## src/rtl/mcdf_reg_pkg.sv

```systemverilog
// Shared command encodings, register offsets and CTRL field layout for the MCDF register bank.
package mcdf_reg_pkg;

   localparam logic [1:0] CMD_IDLE = 2'b00;
   localparam logic [1:0] CMD_RD   = 2'b01;
   localparam logic [1:0] CMD_WR   = 2'b10;
   localparam logic [1:0] CMD_RSVD = 2'b11;

   localparam int unsigned CTRL_BASE  = 'h00;
   localparam int unsigned STAT_BASE  = 'h20;
   localparam int unsigned IRQ_STAT   = 'h40;
   localparam int unsigned IRQ_MASK   = 'h44;
   localparam int unsigned THRESH     = 'h48;
   localparam int unsigned ID         = 'h4C;
   localparam int unsigned WMARK_BASE = 'h60;

   localparam int unsigned CTRL_EN_LSB   = 0;
   localparam int unsigned CTRL_PRIO_LSB = 1;
   localparam int unsigned CTRL_PRIO_W   = 2;
   localparam int unsigned CTRL_LEN_LSB  = 3;
   localparam int unsigned CTRL_LEN_W    = 3;
   localparam int unsigned CTRL_W        = 6;

   localparam int unsigned THRESH_RST = 8;

endpackage

```

## src/rtl/mcdf_reg_ch.sv

```systemverilog
// One MCDF channel: CTRL register, margin sampling, sticky low-margin IRQ bit and,
// when MCDF_REG_WMARK_EN is defined, the minimum-margin watermark.
module mcdf_reg_ch
   import mcdf_reg_pkg::*;
#(
   parameter int unsigned MARGIN_W   = 8,
   parameter int unsigned FIFO_DEPTH = 64
) (
   input  logic                clk_i,
   input  logic                rstn_i,
   input  logic                ctrl_we_i,
   input  logic [CTRL_W-1:0]   ctrl_wdata_i,
   input  logic                wmark_rd_i,
   input  logic                irq_clr_i,
   input  logic [MARGIN_W-1:0] thresh_i,
   input  logic [MARGIN_W-1:0] margin_i,
   output logic [CTRL_W-1:0]   ctrl_o,
   output logic [MARGIN_W-1:0] stat_o,
   output logic [MARGIN_W-1:0] wmark_o,
   output logic                irq_stat_o
);

   logic [CTRL_W-1:0]   ctrl_q;
   logic [MARGIN_W-1:0] stat_q;
   logic                irq_q, irq_d;

   // Set has priority over a same-cycle W1C clear.
   always_comb begin
      irq_d = irq_q & ~irq_clr_i;
      if (ctrl_q[CTRL_EN_LSB] && (stat_q < thresh_i)) irq_d = 1'b1;
   end

   always_ff @(posedge clk_i or negedge rstn_i) begin
      if (!rstn_i) begin
         ctrl_q <= '0;
         stat_q <= MARGIN_W'(FIFO_DEPTH);
         irq_q  <= 1'b0;
      end else begin
         if (ctrl_we_i) ctrl_q <= ctrl_wdata_i;
         stat_q <= margin_i;
         irq_q  <= irq_d;
      end
   end

   assign ctrl_o     = ctrl_q;
   assign stat_o     = stat_q;
   assign irq_stat_o = irq_q;

`ifdef MCDF_REG_WMARK_EN
   logic [MARGIN_W-1:0] wmark_q, wmark_d;

   // A read reloads the watermark, overriding the running minimum.
   always_comb begin
      wmark_d = (stat_q < wmark_q) ? stat_q : wmark_q;
      if (wmark_rd_i) wmark_d = stat_q;
   end

   always_ff @(posedge clk_i or negedge rstn_i) begin
      if (!rstn_i) wmark_q <= MARGIN_W'(FIFO_DEPTH);
      else         wmark_q <= wmark_d;
   end

   assign wmark_o = wmark_q;
`else
   logic unused_wmark_rd;
   assign unused_wmark_rd = wmark_rd_i;
   assign wmark_o         = '0;
`endif

endmodule

```

## src/rtl/mcdf_reg_bank.sv

```systemverilog
// MCDF control/status register bank: command decode, read mux, IRQ mask/threshold, err/rvalid.
// Optional per-channel watermark registers are enabled by defining MCDF_REG_WMARK_EN.
module mcdf_reg_bank
   import mcdf_reg_pkg::*;
#(
   parameter int unsigned NUM_CH     = 3,
   parameter int unsigned ADDR_W     = 8,
   parameter int unsigned MARGIN_W   = 8,
   parameter int unsigned FIFO_DEPTH = 64,
   parameter logic [31:0] ID_VAL     = 32'h4D43_0002
) (
   input  logic                         clk_i,
   input  logic                         rstn_i,
   input  logic [1:0]                   cmd_i,
   input  logic [ADDR_W-1:0]            cmd_addr_i,
   input  logic [31:0]                  cmd_data_i,
   output logic [31:0]                  cmd_data_o,
   output logic                         cmd_rvalid_o,
   output logic                         cmd_err_o,
   input  logic [NUM_CH*MARGIN_W-1:0]   slv_margin_i,
   output logic [NUM_CH-1:0]            slv_en_o,
   output logic [NUM_CH*2-1:0]          slv_prio_o,
   output logic [NUM_CH*3-1:0]          slv_pkglen_o,
   output logic                         irq_o
);

   logic [NUM_CH-1:0]   ctrl_hit, stat_hit, wmark_hit;
   logic                irqs_hit, mask_hit, thresh_hit, id_hit;
   logic                rd, wr, legal_rd, legal_wr, err;
   logic [31:0]         rdata;
   logic [NUM_CH-1:0]   irq_stat, irq_clr, ctrl_we, wmark_rd;
   logic [CTRL_W-1:0]   ctrl  [NUM_CH];
   logic [MARGIN_W-1:0] stat  [NUM_CH];
   logic [MARGIN_W-1:0] wmark [NUM_CH];
   logic [NUM_CH-1:0]   irq_mask_q;
   logic [MARGIN_W-1:0] thresh_q;
   logic [31:0]         data_q;
   logic                rvalid_q, err_q;
   logic                unused_wdata;

   assign rd = (cmd_i == CMD_RD);
   assign wr = (cmd_i == CMD_WR);

   // Exact-address compares also reject misaligned addresses.
   always_comb begin
      ctrl_hit  = '0;
      stat_hit  = '0;
      wmark_hit = '0;
      for (int unsigned i = 0; i < NUM_CH; i++) begin
         ctrl_hit[i] = (cmd_addr_i == ADDR_W'(CTRL_BASE + 4 * i));
         stat_hit[i] = (cmd_addr_i == ADDR_W'(STAT_BASE + 4 * i));
`ifdef MCDF_REG_WMARK_EN
         wmark_hit[i] = (cmd_addr_i == ADDR_W'(WMARK_BASE + 4 * i));
`endif
      end
   end

   assign irqs_hit   = (cmd_addr_i == ADDR_W'(IRQ_STAT));
   assign mask_hit   = (cmd_addr_i == ADDR_W'(IRQ_MASK));
   assign thresh_hit = (cmd_addr_i == ADDR_W'(THRESH));
   assign id_hit     = (cmd_addr_i == ADDR_W'(ID));

   assign legal_rd = (|ctrl_hit) | (|stat_hit) | (|wmark_hit) | irqs_hit | mask_hit |
                     thresh_hit | id_hit;
   assign legal_wr = (|ctrl_hit) | irqs_hit | mask_hit | thresh_hit;
   assign err      = (cmd_i == CMD_RSVD) | (rd & ~legal_rd) | (wr & ~legal_wr);

   assign ctrl_we  = {NUM_CH{wr}} & ctrl_hit;
   assign wmark_rd = {NUM_CH{rd}} & wmark_hit;
   assign irq_clr  = (wr && irqs_hit) ? cmd_data_i[NUM_CH-1:0] : '0;

   // No hit leaves rdata at zero, which is what an illegal read returns.
   always_comb begin
      rdata = '0;
      for (int unsigned i = 0; i < NUM_CH; i++) begin
         if (ctrl_hit[i])  rdata = 32'(ctrl[i]);
         if (stat_hit[i])  rdata = 32'(stat[i]);
         if (wmark_hit[i]) rdata = 32'(wmark[i]);
      end
      if (irqs_hit)   rdata = 32'(irq_stat);
      if (mask_hit)   rdata = 32'(irq_mask_q);
      if (thresh_hit) rdata = 32'(thresh_q);
      if (id_hit)     rdata = ID_VAL;
   end

   always_ff @(posedge clk_i or negedge rstn_i) begin
      if (!rstn_i) begin
         irq_mask_q <= '0;
         thresh_q   <= MARGIN_W'(THRESH_RST);
         data_q     <= '0;
         rvalid_q   <= 1'b0;
         err_q      <= 1'b0;
      end else begin
         if (wr && mask_hit)   irq_mask_q <= cmd_data_i[NUM_CH-1:0];
         if (wr && thresh_hit) thresh_q   <= cmd_data_i[MARGIN_W-1:0];
         if (rd)               data_q     <= rdata;
         rvalid_q <= rd;
         err_q    <= err;
      end
   end

   for (genvar i = 0; i < NUM_CH; i++) begin : g_ch
      mcdf_reg_ch #(
         .MARGIN_W   (MARGIN_W),
         .FIFO_DEPTH (FIFO_DEPTH)
      ) u_ch (
         .clk_i        (clk_i),
         .rstn_i       (rstn_i),
         .ctrl_we_i    (ctrl_we[i]),
         .ctrl_wdata_i (cmd_data_i[CTRL_W-1:0]),
         .wmark_rd_i   (wmark_rd[i]),
         .irq_clr_i    (irq_clr[i]),
         .thresh_i     (thresh_q),
         .margin_i     (slv_margin_i[i*MARGIN_W +: MARGIN_W]),
         .ctrl_o       (ctrl[i]),
         .stat_o       (stat[i]),
         .wmark_o      (wmark[i]),
         .irq_stat_o   (irq_stat[i])
      );

      assign slv_en_o[i]       = ctrl[i][CTRL_EN_LSB];
      assign slv_prio_o[i*2 +: 2]   = ctrl[i][CTRL_PRIO_LSB +: CTRL_PRIO_W];
      assign slv_pkglen_o[i*3 +: 3] = ctrl[i][CTRL_LEN_LSB +: CTRL_LEN_W];
   end

   assign unused_wdata = ^cmd_data_i;

   assign cmd_data_o   = data_q;
   assign cmd_rvalid_o = rvalid_q;
   assign cmd_err_o    = err_q;
   assign irq_o        = |(irq_stat & irq_mask_q);

endmodule

```

## config.mk

```make
export PLATFORM = sky130hd
export DESIGN_NAME = mcdf_reg_bank
export DESIGN_NICKNAME = d
export VERILOG_FILES = /design/src/rtl/mcdf_reg_pkg.sv /design/src/rtl/mcdf_reg_ch.sv /design/src/rtl/mcdf_reg_bank.sv
export SDC_FILE = /design/constraint.sdc
export NUM_CORES = 1
export LEC_CHECK = 0
export BUFFER_PORTS_ARGS = -buffer_cell sky130_fd_sc_hd__buf_2
export CAP_MARGIN = 20
export CELL_PAD_IN_SITES_DETAIL_PLACEMENT = 0
export CELL_PAD_IN_SITES_GLOBAL_PLACEMENT = 1
export CORE_MARGIN = 3
export CORE_UTILIZATION = 35
export CTS_BUF_LIST = sky130_fd_sc_hd__clkbuf_8 sky130_fd_sc_hd__clkbuf_16
export CTS_CLUSTER_DIAMETER = 200
export DETAILED_ROUTE_END_ITERATION = 6
export GPL_TIMING_DRIVEN = 0
export PLACE_DENSITY_LB_ADDON = 0.1
export SYNTH_ARGS = -nofsm -noshare
export SYNTH_HDL_FRONTEND = slang
export SYNTH_SLANG_ARGS = --single-unit
```

## constraint.sdc

```tcl
create_clock -name clk_i -period 3.1 [get_ports clk_i]
set_input_delay 0.31 -clock clk_i [delete_from_list [all_inputs] [get_ports clk_i]]
set_output_delay 0.31 -clock clk_i [all_outputs]
set_load 0.02 [all_outputs]
```

==> results.toml <==
[run_status]
outcome = "finished, final reports clean"

[clock_tree]
cts.sinks = 67
cts_hold_buf = 0
cts_setup_buffers = 0
clkSlewWorstSetupHoldPaths_ns = 0.08
cts_made_buffers = 9
cts_root_buffer = "clkbuf_8"
htree_levels = 3
cts_tree = "done"
cts_resized = 0
worstSkewPairLatency_ns = 0.36
clockBufferDepth = 2

[timing]
worstMarginPinSlew_ns = 0.839
hold_viol = 0
setup_viol = 0
rsz0062_at_grt = "false"
finClkSkew_ns = 0.0102
slew_viol_final = 0
timing.fmax_mhz = 527
setup_tns_ns = 0
layout_setup_ws_ns = 1.20
slew_headroom_pct = 44.0
min_period_over_period_pct = 61.2
period_minus_slack_ns = 1.90

[logic_synthesis]
synth_warnings = 0
synthCells = 324
async_flop_share_pct = 100
synth-main-ff-cell = "dfrtp_1"
seq_area_frac_synth_pct = 46.9
synth_area_um2 = 3580
synth_top_cell_area_share_pct = 44.0
synth_most_common_cell = "dfrtp_1"
synth_seq_cells = 67
ys_types = 49
syn_area_per_cell_um2 = 11.1
synth_edf_count = 0
synth_common_cells = "dfrtp_1, mux2_2, buf_4"
netlist.top_cell.by_area = "dfrtp_1"
synth_area_leaders = "dfrtp_1, mux2_2, ha_1"

[routing]
drtPass1Iterations = 4
wirelength_um = 10200
vias_per_cell = 5.06
drt_iter0_markers = 138
num_vias = 2862
remaining_drc_errors = 0
wl_per_cell_um = 18.0
antenna_left = 0

[grt]
grt_antenna_before_repair = 0
grt_pass1_vias = 2821
grt_max_degree = 68
track_usage_pct = 18.6
use_met2_pct = 28.2
busiest_layer = "met2"
use_met3_pct = 4.27
grt_remaining_overflow = 0
use_met1_pct = 25.8
grt_pass1_wl_um = 15800

[placement]
post-place-ws_ns = 0.848
numPortBuffers = 76
place_congestion = 0.840
post-dp-hpwl_um = 7850
dp_cells = 550

[setup_path]
worstPathMaxFanout = 10
crit_path_end_kind = "flop"
worstSetupPathType = "input port to flop"
cp-start-kind = "input port"
cp.arrival_ns = 2.12
critPathRequiredTime_ns = 3.32

[power_and_ir_drop]
vdd_ir_drop_max_uv = 247
intPower_w = 0.00142
power_leakage_nw = 2.11
clkPwrFrac_pct = 39.0
p_sw_w = 0.000568
power_frac_comb_pct = 14.0
seqPwrFrac_pct = 47.1
netSwitchingFraction_pct = 28.6
pwr_density_cell_nw_per_um2 = 451

[floorplan]
core_um2 = 9860
die-area_um2 = 11500
rows = 36
die_w_um = 107
initial_core_util_pct = 36.3
die_height_um = 107
io_pins = 121

[min_path]
hold_class = "input port to asynchronous set/reset pin"

[finish]
n_antenna_cell = 0
drive_above_1_share_pct = 37.0
nFillCells = 973
syn2layout_area_growth_pct = 23.0
final_cells = 566
nets = 517

[flow_run]
cap_violations = 0
==> cells by family (layout without fill, tap and decap cells) <==
kind of cell	count (synthesis)	after routing	share of synthesized area, %
adder cells (fa/ha/maj)	21	21	7.33
multiplexers	34	34	11.5
flip-flops	67	67	46.9
AO/OA/AOI/OAI	79	79	14.5
other	1	17	0.105
buffers and inverters	47	140	7.65
AND/OR/NAND/NOR	75	75	12.0
==> worst max-delay path: stages <==
cell	delay [ns]
buf_2	0.13
clkbuf_1	0.37
clkbuf_1	0.49
o21ai_0	0.18
a221oi_1	0.48
o211ai_1	0.17
==> path summary, 6_finish.rpt <==
| kind | startpoint | end | slack (ns) | depth (start not counted) |
|---|---|---|---|---|
| setup / recovery | cmd_addr_i[2] | cmd_data_o[4]$_DFFE_PN0P_ | 1.20 | 6 |
| hold / removal | rstn_i | g_ch[1].u_ch.stat_o[0]$_DFF_PN0_ | 0.04 | 1 |
| setup reg to reg | thresh_q[1]$_DFFE_PN0P_ | g_ch[2].u_ch.irq_stat_o$_DFF_PN0_ | 1.36 | 6 |
| hold reg to reg | cmd_data_o[2]$_DFFE_PN0P_ | cmd_data_o[2]$_DFFE_PN0P_ | 0.51 | 1 |
| max in group asynchronous | rstn_i | cmd_data_o[0]$_DFFE_PN0P_ | 2.48 | 1 |
| min in group clk_i | slv_margin_i[10] | g_ch[1].u_ch.stat_o[2]$_DFF_PN0_ | 0.05 | 1 |
==> cell type report <==
| cell class | count | area [um^2] | share of cell area, % |
|---|---|---|---|
| clock inverter | 6 | 71.3 | 1.62 |
| sequential | 67 | 1680 | 38.2 |
| inverter | 13 | 48.8 | 1.11 |
| timing repair buffer | 77 | 388 | 8.80 |
| tap | 133 | 166 | 3.78 |
| multi-input combinational | 226 | 1690 | 38.3 |
| clock buffer | 10 | 138 | 3.12 |
| buffer | 34 | 225 | 5.11 |
==> cell usage in the layout (no fill, tap or decap), types with 8 or more instances in the layout <==
cell type  instances
dfrtp_1           63
nand3_1            9
mux2_2            30
nor2_1            13
o21ai_0           20
ha_1              21
conb_1            17
buf_4             24
a21oi_1           11
inv_1             13
clkbuf_8          10
nor2b_1            8
nand2_1           19
a22oi_1            9
buf_2             79
==> state kept, by name, indices dropped and copies added, names as in the netlist <==
register              count
g_ch.u_ch.stat_o         24
g_ch.u_ch.ctrl_o         18
cmd_data_o                9
thresh_q                  8
g_ch.u_ch.irq_stat_o      3
irq_mask_q                3
cmd_err_o                 1
cmd_rvalid_o              1
==> power by group through the flow <==
stage / Sequential, W / Clock (W) / Combinational [W]
global placement: 0.000953 / 0 / 0.000278
global route: 0.000941 / 0.000829 / 0.000308
finish: 0.000936 / 0.000775 / 0.000278
detailed placement: 0.000953 / 0 / 0.000280
floorplan: 0.000960 / 0 / 0.000154
CTS: 0.000936 / 0.000797 / 0.000281
==> routing by layer <==
layer | share of wire (%) | routed length [um]
met1 | 44 | 4480
met2 | 45 | 4610
met5 | 0 | 0
met4 | 2.1 | 218
met3 | 8.6 | 874
==> through the flow <==
stage          area (um^2)  utilization [%]  total power, W  hold WS [ns]
4_1_cts               4410             44.7         0.00201        0.0385
3_3_place_gp          4190             42.5         0.00123         0.416
2_1_floorplan         3640                -         0.00111        0.0144
5_1_grt               4410             44.7         0.00208        0.0317
6_report              4410             44.7         0.00199        0.0388
3_5_place_dp          4200             42.6         0.00123         0.419
No activity file was read; power rests on OpenSTA's default activity.
